===== src/rtl/dsm_pkg.sv =====
// Shared constants and helpers for the multi-channel sigma-delta DAC:
// mode encodings, integrator widths, saturation bounds and feedback magnitude.
package dsm_pkg;

  localparam logic ORDER1 = 1'b0;
  localparam logic ORDER2 = 1'b1;

  localparam int I1_GUARD = 2;
  localparam int I2_GUARD = 4;

  function automatic int i1_width(input int bw);
    return bw + I1_GUARD;
  endfunction

  function automatic int i2_width(input int bw);
    return bw + I2_GUARD;
  endfunction

  // i1 clamps to its full width; i2 keeps one spare bit above its clamp range.
  function automatic longint i1_lim(input int bw);
    return longint'(1) << (bw + 1);
  endfunction

  function automatic longint i2_lim(input int bw);
    return longint'(1) << (bw + 2);
  endfunction

  function automatic longint fb_mag(input int bw);
    return longint'(1) << (bw - 1);
  endfunction

endpackage


===== src/rtl/dsm_channel.sv =====
// One 1-bit sigma-delta modulator, first or second order, with saturating
// integrators. Cleared by reset, by a mode change (clr) and while disabled.
module dsm_channel
  import dsm_pkg::*;
#(
  parameter int BW = 16
) (
  input  logic                 clk,
  input  logic                 rst_n,
  input  logic                 en,
  input  logic                 clr,
  input  logic                 order2,
  input  logic signed [BW-1:0] x,
  output logic                 dac_bit
);

  localparam int W1 = i1_width(BW);
  localparam int W2 = i2_width(BW);
  // Working width holds any unclamped sum without wrapping.
  localparam int WS = W2 + 1;
  localparam logic signed [WS-1:0] FB = WS'(fb_mag(BW));

  logic signed [W1-1:0] i1;
  logic signed [W2-1:0] i2;
  logic signed [WS-1:0] fb, i1_sum, i1_nx, i2_sum, i2_nx;

  function automatic logic signed [WS-1:0] sat(input logic signed [WS-1:0] v,
                                               input longint lim);
    logic signed [WS-1:0] hi, lo;
    hi = WS'(lim - 1);
    lo = WS'(-lim);
    if (v > hi) return hi;
    if (v < lo) return lo;
    return v;
  endfunction

  always_comb begin
    fb     = dac_bit ? FB : -FB;
    i1_sum = WS'(i1) + WS'(x) - fb;
    i1_nx  = sat(i1_sum, i1_lim(BW));
    i2_sum = WS'(i2) + i1_nx - fb;
    i2_nx  = sat(i2_sum, i2_lim(BW));
  end

  // Integrator / quantiser stage
  always_ff @(posedge clk) begin
    if (!rst_n || clr || !en) begin
      i1      <= '0;
      i2      <= '0;
      dac_bit <= 1'b0;
    end else begin
      i1      <= W1'(i1_nx);
      i2      <= (order2 == ORDER2) ? W2'(i2_nx) : '0;
      dac_bit <= (order2 == ORDER1) ? ~i1_nx[WS-1] : ~i2_nx[WS-1];
    end
  end

endmodule


===== src/rtl/dsm_dac_multi.sv =====
// Multi-channel sigma-delta DAC top: one-deep frame handshake, zero-order hold
// over a programmable frame period, and one modulator per channel.
module dsm_dac_multi
  import dsm_pkg::*;
#(
  parameter int BW    = 16,
  parameter int CH    = 2,
  parameter int OSR_W = 8
) (
  input  logic              clk,
  input  logic              rst_n,
  input  logic              en,
  input  logic              order2_i,
  input  logic [OSR_W-1:0]  osr_i,
  input  logic [CH*BW-1:0]  sample_i,
  input  logic              valid_i,
  output logic              ready_o,
  output logic [CH-1:0]     dac_o,
  output logic              tick_o,
  output logic              underrun_o
);

  logic             hold_full;
  logic [CH*BW-1:0] hold;
  logic [CH*BW-1:0] active;
  logic [OSR_W-1:0] cnt;
  logic             order_q;
  logic             wrap, xfer, clr;

  assign ready_o = rst_n & ~hold_full;
  assign xfer    = valid_i & ready_o;
  assign wrap    = en & (cnt == osr_i);
  assign clr     = order2_i ^ order_q;

  // Frame timing and hold/active buffering stage
  always_ff @(posedge clk) begin
    if (!rst_n) begin
      hold_full  <= 1'b0;
      hold       <= '0;
      active     <= '0;
      cnt        <= '0;
      tick_o     <= 1'b0;
      underrun_o <= 1'b0;
      order_q    <= order2_i;
    end else begin
      order_q    <= order2_i;
      tick_o     <= wrap;
      underrun_o <= wrap & ~hold_full;
      if (en) cnt <= wrap ? '0 : cnt + OSR_W'(1);
      // xfer needs an empty buffer, so it never collides with the promote below.
      if (xfer) begin
        hold      <= sample_i;
        hold_full <= 1'b1;
      end
      if (wrap && hold_full) begin
        active    <= hold;
        hold_full <= 1'b0;
      end
    end
  end

  for (genvar k = 0; k < CH; k++) begin : g_ch
    dsm_channel #(.BW(BW)) u_ch (
      .clk    (clk),
      .rst_n  (rst_n),
      .en     (en),
      .clr    (clr),
      .order2 (order_q),
      .x      ($signed(active[k*BW +: BW])),
      .dac_bit(dac_o[k])
    );
  end

endmodule

===== config.mk =====
export PLATFORM = sky130hd
export DESIGN_NAME = dsm_dac_multi
export DESIGN_NICKNAME = d
export VERILOG_FILES = /design/src/rtl/dsm_pkg.sv /design/src/rtl/dsm_channel.sv /design/src/rtl/dsm_dac_multi.sv
export SDC_FILE = /design/constraint.sdc
export NUM_CORES = 1
export LEC_CHECK = 0
export CAP_MARGIN = 20
export CORE_UTILIZATION = 59
export CTS_CLUSTER_DIAMETER = 150
export DETAILED_ROUTE_END_ITERATION = 10
export DONT_BUFFER_PORTS = 1
export MAX_ROUTING_LAYER = met4
export PLACE_DENSITY = 0.83
export SETUP_SLACK_MARGIN = 0.02
export SLEW_MARGIN = 10
export SYNTH_ARGS = -nofsm -noshare
export SYNTH_HDL_FRONTEND = slang
export SYNTH_SLANG_ARGS = --single-unit

===== constraint.sdc =====
create_clock -name clk -period 8.5 [get_ports clk]
set_clock_uncertainty 0.15 [all_clocks]
set_input_delay 0.85 -clock clk [delete_from_list [all_inputs] [get_ports clk]]
set_output_delay 0.85 -clock clk [all_outputs]
set_load 0.1 [all_outputs]

# After elaboration in Yosys (flattened, before gate mapping)
# Index checks and enable logic that the tools add are counted.
[classes]
add_sub_neg = 9
mul = 0
div_mod_pow = 0
magnitude_cmp = 8
n_eq_ne = 1
shifts = 0
mux = 33
n_bitwise = 12
reduce_logical = 7
[op_table]
columns = ["cell", "n"]
rows = [
  ["2-to-1 mux 21 bit", 18],
  ["subtractor 21 bit", 4],
  ["adder 20 x 21 -> 21 bit", 2],
  ["greater-than comparator 21 x 18 -> 1 bit, second input constant", 2],
  ["greater-than comparator 21 x 19 -> 1 bit, second input constant", 2],
  ["less-than comparator 21 x 18 -> 1 bit, second input constant", 2],
  ["less-than comparator 21 x 19 -> 1 bit, second input constant", 2],
  ["adder 18 x 16 -> 19 bit", 2],
  ["2-to-1 mux 1 bit", 14],
  ["adder 8 x 1 -> 8 bit, second input constant", 1],
  ["== test 8 bit", 1],
  ["2-to-1 mux 8 bit", 1],
  ["inverter 1 bit", 7],
  ["bitwise AND 1 bit", 4],
  ["OR reduction 2 bit", 2],
  ["zero test 1 bit", 2],
  ["logical OR 1 bit", 2],
  ["logical AND 1 bit", 1],
  ["bitwise XOR 1 bit", 1],
]
[totals]
ff_bits = 154
latchBits = 0
ramBits = 0
mem_bits_ro = 0
in_bits = 45
out_inout_bits = 5
word_cells = 83
memories = 0

# Logic depth before layout (Yosys ltp)
# Gate-level depths: netlist of run 1.
[depth]
word_depth = 16
mapped_depth = 45
ltp_nobuf = 41

# Modules after synthesis
# From an unflattened synthesis of run 1, not the netlist that was laid out.
[hier_totals]
cells_unflattened = 1448
hier_area_um2 = 11961.5
[by_module_without_submodules]
columns = ["mod", "instances", "cells_each", "area_per_inst_um2", "seq_area_each_um2"]
rows = [
  ["dsm_channel at g_ch[0].u_ch", 1, 545, 4327.9, 780.7],
  ["dsm_channel at g_ch[1].u_ch", 1, 546, 4296.6, 780.7],
  ["dsm_dac_multi", 1, 357, 3337.0, 1521.5],
]

# Least setup slack after synthesis of run 1
# Ideal clock, no wire load.
[synth_path]
path_kind = "reg-to-reg"
startpoint = "reg active[0]"
endpoint = "reg g_ch[0].u_ch.i2[10]"
arrival_time_ps = 8034
slack_ps = 258
stages_incl_launch_ff = 40
path_cell_list = "dfxtp_1 -> ha_1 -> fa_1 -> a21o_1 -> a41oi_1 -> a21bo_2 -> a21oi_1 -> a21oi_1 -> nor2b_1 -> nor2_1 -> xnor2_1 -> ha_1 -> nor2b_1 -> a21oi_1 -> and2_1 -> a21boi_0 -> o21ai_0 -> clkinv_1 -> (+4 left out) -> inv_1 -> ha_1 -> nor2b_1 -> o21ai_0 -> a21boi_0 -> o21bai_1 -> a21oi_1 -> o21ai_0 -> a21oi_1 -> o21a_1 -> o31ai_1 -> o21ai_0 -> xnor2_1 -> nand3b_1 -> ha_1 -> nor2_1 -> clkbuf_1 -> a21o_1"
[synth_between]
elab_chain_len = 14
[synth_rtl]
columns = ["element", "line", "text"]
rows = [
  ["start: declaration", "dsm_dac_multi.sv:25", "logic [CH*BW-1:0] active;"],
  ["start signal: assignment", "dsm_dac_multi.sv:56", "active <= hold;"],
  ["adder 18 x 16 -> 19 bit *", "dsm_channel.sv:39", "i1_sum = WS'(i1) + WS'(x) - fb;"],
  ["subtractor 21 bit *", "dsm_channel.sv:39", ""],
  ["less-than comparator 21 x 18 -> 1 bit", "dsm_channel.sv:33", "if (v < lo) return lo;"],
  ["2-to-1 mux 1 bit (2 in series)", "dsm_channel.sv:33", ""],
  ["2-to-1 mux 21 bit", "dsm_channel.sv:34", "return v;"],
  ["2-to-1 mux 21 bit *", "dsm_channel.sv:33", ""],
  ["adder 20 x 21 -> 21 bit *", "dsm_channel.sv:41", "i2_sum = WS'(i2) + i1_nx - fb;"],
  ["subtractor 21 bit *", "dsm_channel.sv:41", ""],
  ["less-than comparator 21 x 19 -> 1 bit", "dsm_channel.sv:33", ""],
  ["2-to-1 mux 1 bit (2 in series)", "dsm_channel.sv:33", ""],
  ["2-to-1 mux 21 bit", "dsm_channel.sv:34", ""],
  ["2-to-1 mux 21 bit *", "dsm_channel.sv:33", ""],
  ["end signal: assignment", "dsm_channel.sv:53", "i2 <= (order2 == ORDER2) ? W2'(i2_nx) : '0;"],
  ["end: declaration", "dsm_channel.sv:24", "logic signed [W2-1:0] i2;"],
]
# Mark *: on every way between the ends. The rest lies on a longest branch, timed or not. The select of a mux whose other input is x is not followed.
# A chain may end at the register's enable or synchronous reset.

# Worst setup path in the final report of run 1
[layout_path]
startpoint = "reg active[0]"
endpoint = "reg g_ch[0].u_ch.i2[6]"
# Same word-level chain as after synthesis.

==> results of run 1 <==
## area by class of cell
class,instances,area (um^2)
Timing Repair Buffer,43,347
Fill cell,1415,5850
Clock buffer,17,425
Sequential cell,154,3080
Inverter,129,484
Tap cell,229,287
Clock inverter,15,204
Multi-Input combinational cell,1040,7280
## report_power, final
part | internal (mW) | leakage [nW] | switching, mW
Clock | 0.402 | 0.301 | 0.381
Combinational | 1.01 | 4.01 | 1.37
Sequential | 0.786 | 1.25 | 0.0276
## metrics by stage
stage,power (mW),area [um^2],hold slack (ns),TNS (ns)
after global placement,2.99,11200,0.287,0
after CTS,3.85,11800,0.289,0
after global routing,4.26,12100,0.282,-0.702
after detailed placement,3.05,11200,0.295,-1.88
final,3.98,12100,0.291,0
after floorplan,2.55,10800,0.282,0
## how the worst max path moves through the flow
stage,cells after the start,from,endpoint
after floorplan,39,active[0]$_SDFFE_PN0P_,g_ch[0].u_ch.i2[10]$_SDFF_PP0_
after global placement,41,active[16]$_SDFFE_PN0P_,g_ch[1].u_ch.i2[3]$_SDFF_PP0_
after detailed placement,39,active[16]$_SDFFE_PN0P_,g_ch[1].u_ch.i2[6]$_SDFF_PP0_
after CTS,37,active[0]$_SDFFE_PN0P_,g_ch[0].u_ch.i2[6]$_SDFF_PP0_
after global routing,39,active[21]$_SDFFE_PN0P_,g_ch[1].u_ch.i2[4]$_SDFF_PP0_
final,37,active[0]$_SDFFE_PN0P_,g_ch[0].u_ch.i2[6]$_SDFF_PP0_
## kinds of logic (layout without fill, tap and decap cells)
family | after synthesis | count (layout)
buffers and inverters | 180 | 204
xor gates and xnor gates | 75 | 75
AOI/OAI and AO/OA | 348 | 348
muxes | 9 | 9
adders and majority gates | 129 | 129
DFF | 154 | 154
and+or+nand+nor | 479 | 479
## cells in the mapped netlist, drive strengths merged (4+ instances only)
cell	count	area share (%)
nand2	185	6.4
dfxtp	154	29
inv	128	4.4
ha	117	14
nor2	98	3.4
a21oi	95	4.4
nand3	61	2.8
o21ai	54	2.5
a21o	43	3.0
clkbuf	41	1.4
xnor2	39	3.2
xor2	36	2.9
o21a	26	1.8
nor3	21	1.0
and2	18	1.1
nand4	18	1.0
o22ai	18	1.0
a21boi	14	0.97
and3	13	0.75
nand2b	13	0.82
fa	12	2.2
a211oi	11	0.76
nor2b	11	0.64
buf	10	0.52
nor4	9	0.52
o211ai	9	0.63
or3	9	0.52
o21bai	8	0.56
o211a	7	0.65
a31oi	6	0.35
mux2i	6	0.56
nand3b	6	0.42
or2	6	0.35
a221oi	5	0.57
a22oi	5	0.35
a2111oi	4	0.32
a211o	4	0.32
o2111ai	4	0.32
## flip-flops by register name, indices dropped and copies added, names as in the netlist
signal / cells
active: 32
cnt: 8
g_ch.u_ch.dac_bit: 2
g_ch.u_ch.i1: 36
g_ch.u_ch.i2: 40
hold: 32
hold_full: 1
order_q: 1
tick_o: 1
underrun_o: 1
## routing by layer
| layer | track usage (%) | share of wire (%) | up-vias |
|---|---|---|---|
| met2 | 52.9 | 49 | 321 |
| met4 | 14.4 | 3.7 | 0 |
| met5 | - | 0 | - |
| li1 | - | - | 4829 |
| met1 | 35.1 | 42 | 4671 |
| met3 | 5.70 | 5.3 | 80 |
## worst max-delay path, delay by kind of cell, from the launching register on
kind                       cells  cell delay [ns]
buffers and inverters          2             0.22
adders and majority gates      6             1.88
muxes                          2             0.51
xor gates and xnor gates       1             0.16
AOI/OAI and AO/OA             18             3.29
and+or+nand+nor                8             1.53
DFF                            1             0.31
## what timing repair did
action,in CTS,in global routing
hold buffers,0,0
gates resized for setup,6,65
pin swaps,0,10
buffers inserted,0,5
setup endpoints to repair,30,40
gates cloned,0,0
==> Implementation_results.wiki, run 1 <==
{| class="wikitable"
! Metric !! Value
|-
| Combined global-route utilization of all metal layers || 31.0%
|-
| Fraction of layout cells with a size suffix above 1 || about a tenth
|-
| Outcome || finished clean
|-
| Chip Width || approximately 140 um
|-
| Worst hold path class || in -> reg
|-
| Detailed-route via count || around 9,900
|-
| Placed instance count || 1,589
|-
| Post-synth net total || 1,548
|-
| Final instance count without filler cells || 1,627
|-
| Routability cong. || a little under 1
|-
| Clock tree buffer depth || 2
|-
| Clock sink count || between 150 and 200
|-
| Lkg Pwr || 5.56 nW
|-
| Main synth FF type || sky130_fd_sc_hd__dfxtp_1
|-
| IO Port Bufs || 0
|-
| Most frequent standard cell in the layout excluding fill and tap cells || sky130_fd_sc_hd__nand2_1
|-
| Aggregate routed wire length || between 20,000 and 30,000 um
|-
| Residual antenna-violating net count after detailed routing || 0
|-
| Max_cap viols || 0
|-
| Cell depth of the worst flop-to-flop path || 37
|-
| TritonCTS clock tree || built
|-
| Post-layout nets || between 1,500 and 2,000
|-
| WL/cell || 17.2 um
|-
| Total of warnings raised by yosys || 0
|-
| Headroom to the max-slew limit || about a quarter
|-
| Fraction of registers with async set or reset after synthesis || 0%
|-
| End of the worst register-to-register path || g_ch[0].u_ch.i2[6]$_SDFF_PP0_
|-
| Syn-to-layout area delta || 12.1%
|-
| Core Area || about 18,000 um^2
|-
| Final core utilization || 67.4%
|-
| Sequential cell area fraction in the yosys report || 28.5%
|-
| Maximum number of pins on one net before global-route repair || 38
|-
| Number of cells on the worst hold path || 0
|-
| Detailed-routing iteration count for the pre-antenna-repair pass || 7
|-
| Wire length of the first global-routing pass || 44,700 um
|-
| Overall overflow remaining after global route || 0
|-
| Via count of the first global-routing pass || 9,514
|-
| Critical path start-end classification || reg -> reg
|-
| Final hold vios || 0
|-
| N_diodes || 0
|-
| Initial antenna violation count || 0
|-
| Number of setup violations in the final report || 0
|-
| H-tree depth reported by CTS || 4
|-
| Final Slew Violations || 0
|-
| Most frequent cells in the layout || sky130_fd_sc_hd__nand2_1 (184), sky130_fd_sc_hd__dfxtp_1 (153), sky130_fd_sc_hd__inv_1 (126), sky130_fd_sc_hd__ha_1 (113), sky130_fd_sc_hd__nor2_1 (92)
|-
| Fraction of synthesized area in multiplexers || less than 1%
|-
| Upper clock frequency limit || approximately 120 MHz
|-
| Starting DRC count in detailed routing || between 700 and 800
|-
| Worst setup slack before clock tree synthesis || -0.182 ns
|-
| Post-CTS clock slew at the launch and capture registers of the worst setup and hold paths || approximately 0.070 ns
|-
| Post-synthesis share of cell area spent on xor and xnor gates || 6.08%
|-
| Smallest setup slack after layout || between 0.3 and 0.4 ns
|-
| Min-Delay Startpoint || order2_i
|-
| Crit Reg-Reg Startpoint || active[0]$_SDFFE_PN0P_
|-
| Post-route clock period utilization || between 90 and 100%
|-
| Insertion delay of the later-clocked pin in the worst-skew pair || about 0.44 ns
|-
| Num CTS Buffers || 17
|-
| Ports placed on the boundary || 50
|-
| Min Tclk post-route || just over 8 ns
|-
| Synth Register Bits || about 150
|-
| Count of mapped cells out of synthesis || between 1,000 and 1,500
|-
| Area share of and/or/nand/nor cells after synthesis || between 20% and 30%
|-
| Largest stage delay on the critical path || 0.48 ns
|-
| Die ar. || 18,900 um^2
|-
| Starting utilization of the core area || between 60% and 70%
|-
| Worst-case hold path end point || order_q$_DFF_P_
|-
| P per Cell Area || roughly 330 nW/um^2
|-
| Final routed DRC violation total || 0
|-
| Worst endpoint data arrival time || between 8 and 9 ns
|-
| Placed wire-length estimate after detailed placement || between 15,000 and 20,000 um
|-
| Buffer type at the clock tree root || sky130_fd_sc_hd__clkbuf_16
|-
| Dominant combinational cell family by area after synthesis || compound AO/OA/AOI/OAI gates
|-
| Row cnt || slightly below 50
|-
| Capturing element type of the critical path || flop
|-
| Slew at the pin with the worst max-slew slack || around 1.1 ns
|-
| Cell variety after synth || 77
|-
| Die height || between 100 and 150 um
|-
| Worst setup SP type || flop
|-
| Critical path's slowest cell || sky130_fd_sc_hd__or4_1
|-
| Count of flip-flops with a built-in enable after synthesis || 0
|-
| Synthesized-area fraction occupied by adder cells || 15.8%
|-
| Biggest fanout along the worst timing path || 7
|-
| IR drop worst, VDD || roughly 0.00035 V
|-
| Vias per std cell || roughly 6
|-
| Synthesized area per cell || roughly 8 um^2
|-
| Cell mode on critical path || sky130_fd_sc_hd__ha_1
|-
| Critical path data required time || 8.69 ns
|-
| Mapped Area || approximately 11,000 um^2
|-
| Setup slack of the most critical reg-to-reg path || 0.36 ns
|-
| Compound-cell area share of the yosys netlist || between 20% and 30%
|}
Note: power is estimated with default switching activity, not from simulation.
==> inputs of run 2 (changes only) <==
--- a/config.mk
+++ b/config.mk
@@ -6,12 +6,12 @@
 export NUM_CORES = 1
 export LEC_CHECK = 0
 export CAP_MARGIN = 20
-export CORE_UTILIZATION = 59
+export CORE_UTILIZATION = 60
 export CTS_CLUSTER_DIAMETER = 150
 export DETAILED_ROUTE_END_ITERATION = 10
 export DONT_BUFFER_PORTS = 1
 export MAX_ROUTING_LAYER = met4
-export PLACE_DENSITY = 0.83
+export PLACE_DENSITY = 0.81
 export SETUP_SLACK_MARGIN = 0.02
 export SLEW_MARGIN = 10
 export SYNTH_ARGS = -nofsm -noshare
==> constraint.sdc (replaced) <==
create_clock -name clk -period 7.9 [get_ports clk]
set_clock_uncertainty 0.15 [all_clocks]
set_input_delay 0.79 -clock clk [delete_from_list [all_inputs] [get_ports clk]]
set_output_delay 0.79 -clock clk [all_outputs]
set_load 0.1 [all_outputs]
==> run 2 against run 1 <==
  * Design area increased by 7.7%
  * Critical path depth is 5 higher
  * The run now ends with setup timing left
  * Highest routed layer unchanged
  * Total power up 17%
  * Sequential share of layout area fell by 1.8 points
  * Die area shrank 1.6%
  * Combinational power up 25%
==> Implementation_results.wiki, run 2 (synthesized netlist as in run 1, its figures left out) <==
{| class="wikitable"
! Metric !! Value
|-
| Outcome || finished with violations
|-
| Violations in the final reports || setup timing
|-
| Detailed-route via count || roughly 11,000
|-
| Largest stage delay on the critical path || around 0.42 ns
|-
| Combinational group share of total power || around 64%
|-
| Final hold vios || 0
|-
| Die ar. || 18,600 um^2
|-
| Flop pwr share || about a fifth
|-
| Routability cong. || between 0.9 and 1
|-
| Overall overflow remaining after global route || 0
|-
| Number of cells on the worst hold path || 0
|-
| Final Slew Violations || 0
|-
| Post-route clock period utilization || 102%
|-
| Upper clock frequency limit || between 100 and 150 MHz
|-
| Setup total negative slack || -0.956 ns
|-
| Post-CTS clock slew at the launch and capture registers of the worst setup and hold paths || 0.07 ns
|-
| Core Area || between 15,000 and 20,000 um^2
|-
| Die height || approximately 140 um
|-
| Starting utilization of the core area || 62.1%
|-
| Max_cap viols || 0
|-
| Switching Share || 44.0%
|-
| Final routed DRC violation total || 0
|-
| Fraction of layout cells with a size suffix above 1 || between 15 and 20%
|-
| Critical path's slowest cell || sky130_fd_sc_hd__or3_4
|-
| Unrepaired setup endpoints after global routing || true
|-
| Cell mode on critical path || sky130_fd_sc_hd__a21oi_2
|-
| Min Tclk post-route || between 8 and 9 ns
|-
| Regs by FF count || g_ch.u_ch.i2 (40), g_ch.u_ch.i1 (36)
|-
| Most frequent cells in the layout || sky130_fd_sc_hd__nand2_1 (181), sky130_fd_sc_hd__dfxtp_1 (153), sky130_fd_sc_hd__inv_1 (126), sky130_fd_sc_hd__buf_4 (122), sky130_fd_sc_hd__ha_1 (103)
|-
| Detailed-routing iteration count for the pre-antenna-repair pass || 8
|-
| Num CTS Buffers || 17
|-
| Post-layout nets || around 1,600
|-
| Clock tree buffer depth || 2
|-
| Slew at the pin with the worst max-slew slack || 1.09 ns
|-
| Combined global-route utilization of all metal layers || 32.2%
|-
| Biggest fanout along the worst timing path || 7
|-
| Most frequent standard cell in the layout excluding fill and tap cells || sky130_fd_sc_hd__nand2_1
|-
| Setup slack of the most critical reg-to-reg path || -0.13 ns
|-
| Worst setup SP type || flop
|-
| Initial antenna violation count || 0
|-
| Reported net switching power || ~2.0 mW
|-
| Smallest setup slack after layout || -0.134 ns
|-
| Min-Delay Startpoint || order2_i
|-
| Chip Width || between 100 and 150 um
|-
| Number of setup violations in the final report || 14
|-
| H-tree depth reported by CTS || 4
|-
| Residual antenna-violating net count after detailed routing || 0
|-
| DP Area || around 12,000 um^2
|-
| Clock power frac || between 10% and 20%
|-
| Buffer type at the clock tree root || sky130_fd_sc_hd__clkbuf_16
|-
| Worst setup slack before clock tree synthesis || -0.315 ns
|-
| Headroom to the max-slew limit || 27.4%
|-
| Vias per std cell || between 6 and 7
|-
| Critical path start-end classification || reg -> reg
|-
| Worst-case hold path end point || order_q$_DFF_P_
|-
| Worst endpoint data arrival time || a little over 8 ns
|-
| Capturing element type of the critical path || flop
|-
| IO Port Bufs || 0
|-
| P per Cell Area || roughly 360 nW/um^2
|-
| N_diodes || 0
|-
| Internal cell power || 2.60 mW
|-
| Insertion delay of the later-clocked pin in the worst-skew pair || ~0.43 ns
|-
| Aggregate routed wire length || roughly 31,000 um
|-
| Maximum number of pins on one net before global-route repair || 38
|-
| Post-route standard cell area excluding fillers || 13,000 um^2
|-
| Cell depth of the worst flop-to-flop path || between 40 and 50
|-
| TritonCTS clock tree || built
|-
| Lkg Pwr || between 5 and 6 nW
|-
| Number of fill cells in the layout || between 1,000 and 1,500
|-
| Crit Reg-Reg Startpoint || active[16]$_SDFFE_PN0P_
|-
| Starting DRC count in detailed routing || roughly 930
|-
| Critical path data required time || between 8 and 9 ns
|-
| IR drop worst, VDD || 0.000417 V
|-
| End of the worst register-to-register path || g_ch[1].u_ch.i2[8]$_SDFF_PP0_
|-
| Via count of the first global-routing pass || approximately 9,700
|-
| Placed wire-length estimate after detailed placement || about 21,000 um
|-
| Worst hold path class || in -> reg
|-
| Syn-to-layout area delta || 20.7%
|-
| Wire length of the first global-routing pass || about 46,000 um
|-
| WL/cell || 18.4 um
|-
| Clock sink count || between 150 and 200
|-
| Max FFs per register || 40
|-
| Ports placed on the boundary || 50
|-
| Most flop-heavy register || g_ch.u_ch.i2
|-
| Overall power || around 4.6 mW
|-
| Row cnt || between 40 and 50
|}
run 2: cell count changes in the layout (fill, tap and decap cells not counted), moves of 4 or more:
| cell | change |
|---|---|
| sky130_fd_sc_hd__o21ai_0 | -4 |
| sky130_fd_sc_hd__a21oi_2 | +9 |
| sky130_fd_sc_hd__o22ai_2 | +5 |
| sky130_fd_sc_hd__a21oi_1 | -9 |
| sky130_fd_sc_hd__o21ai_2 | +10 |
| sky130_fd_sc_hd__ha_1 | -10 |
| sky130_fd_sc_hd__ha_4 | +7 |
| sky130_fd_sc_hd__clkinv_8 | -9 |
| sky130_fd_sc_hd__o22ai_1 | -5 |
| sky130_fd_sc_hd__buf_4 | +81 |
| sky130_fd_sc_hd__o21ai_1 | -6 |
run 2: critical path, delay by kind of cell, from the launching register on:
kind,cells,cell delay [ns]
compound gates,20,3.05
xor+xnor,2,0.32
fa+ha+maj,7,1.99
buf+inv,3,0.29
flops,1,0.34
simple gates,10,1.80
run 2: area by class of cell:
class                   count  area (um^2)  share of cell area [%]
clock buffers              19          443                    3.40
clock inverters            13          123                   0.940
inverters                 129          485                    3.72
multi-input cells        1040         7610                    58.4
flip-flops and latches    154         3080                    23.6
well taps                 225          282                    2.16
repair buffers            128         1010                    7.77
run 2: per-stage QoR:
stage / hold slack [ns] / utilization, % / cells
CTS: 0.226 / 71.0 / 1687
floorplan: 0.282 / - / 1374
detailed placement: 0.292 / 67.3 / 1655
global route: 0.228 / 74.9 / 1708
global placement: 0.290 / 67.3 / 1655
finish: 0.236 / 74.9 / 1708
run 2: worst max-delay path by stage:
stage | start | to | slack (ns) | cells past startpoint
finish | active[16]$_SDFFE_PN0P_ | g_ch[1].u_ch.i2[8]$_SDFF_PP0_ | -0.13 | 42
global route | active[16]$_SDFFE_PN0P_ | g_ch[1].u_ch.i2[8]$_SDFF_PP0_ | -0.43 | 42
CTS | active[16]$_SDFFE_PN0P_ | g_ch[1].u_ch.i2[12]$_SDFF_PP0_ | 0.03 | 40
detailed placement | active[16]$_SDFFE_PN0P_ | g_ch[1].u_ch.i2[12]$_SDFF_PP0_ | -0.31 | 39
global placement | active[16]$_SDFFE_PN0P_ | g_ch[1].u_ch.i2[13]$_SDFF_PP0_ | 0.03 | 40
floorplan | active[0]$_SDFFE_PN0P_ | g_ch[0].u_ch.i2[15]$_SDFF_PP0_ | 0.04 | 38
run 2: repair_timing:
action | 4_1_cts | 5_1_grt
setup endpoints to repair | 38 | 41
resized for setup | 27 | 113
buffers inserted | 0 | 19
cloned | 0 | 1
hold buffers | 0 | 0
pin swaps | 6 | 56
run 2: metal layers:
metal | vias to the layer above | track usage (%) | share of wire [%]
met5 | - | - | 0
met4 | 0 | 11.1 | 4.1
met3 | 121 | 4.55 | 6.9
met2 | 482 | 52.8 | 48
met1 | 4962 | 40.4 | 41
li1 | 5005 | - | -
run 2: power groups by stage:
stage / clock network [mW] / logic [mW] / registers (mW)
2_1_floorplan: 0 / 1.86 / 0.887
3_3_place_gp: 0 / 2.56 / 0.892
3_5_place_dp: 0 / 2.61 / 0.894
4_1_cts: 0.795 / 2.67 / 0.877
5_1_grt: 0.832 / 3.23 / 0.885
6_report: 0.796 / 2.97 / 0.879
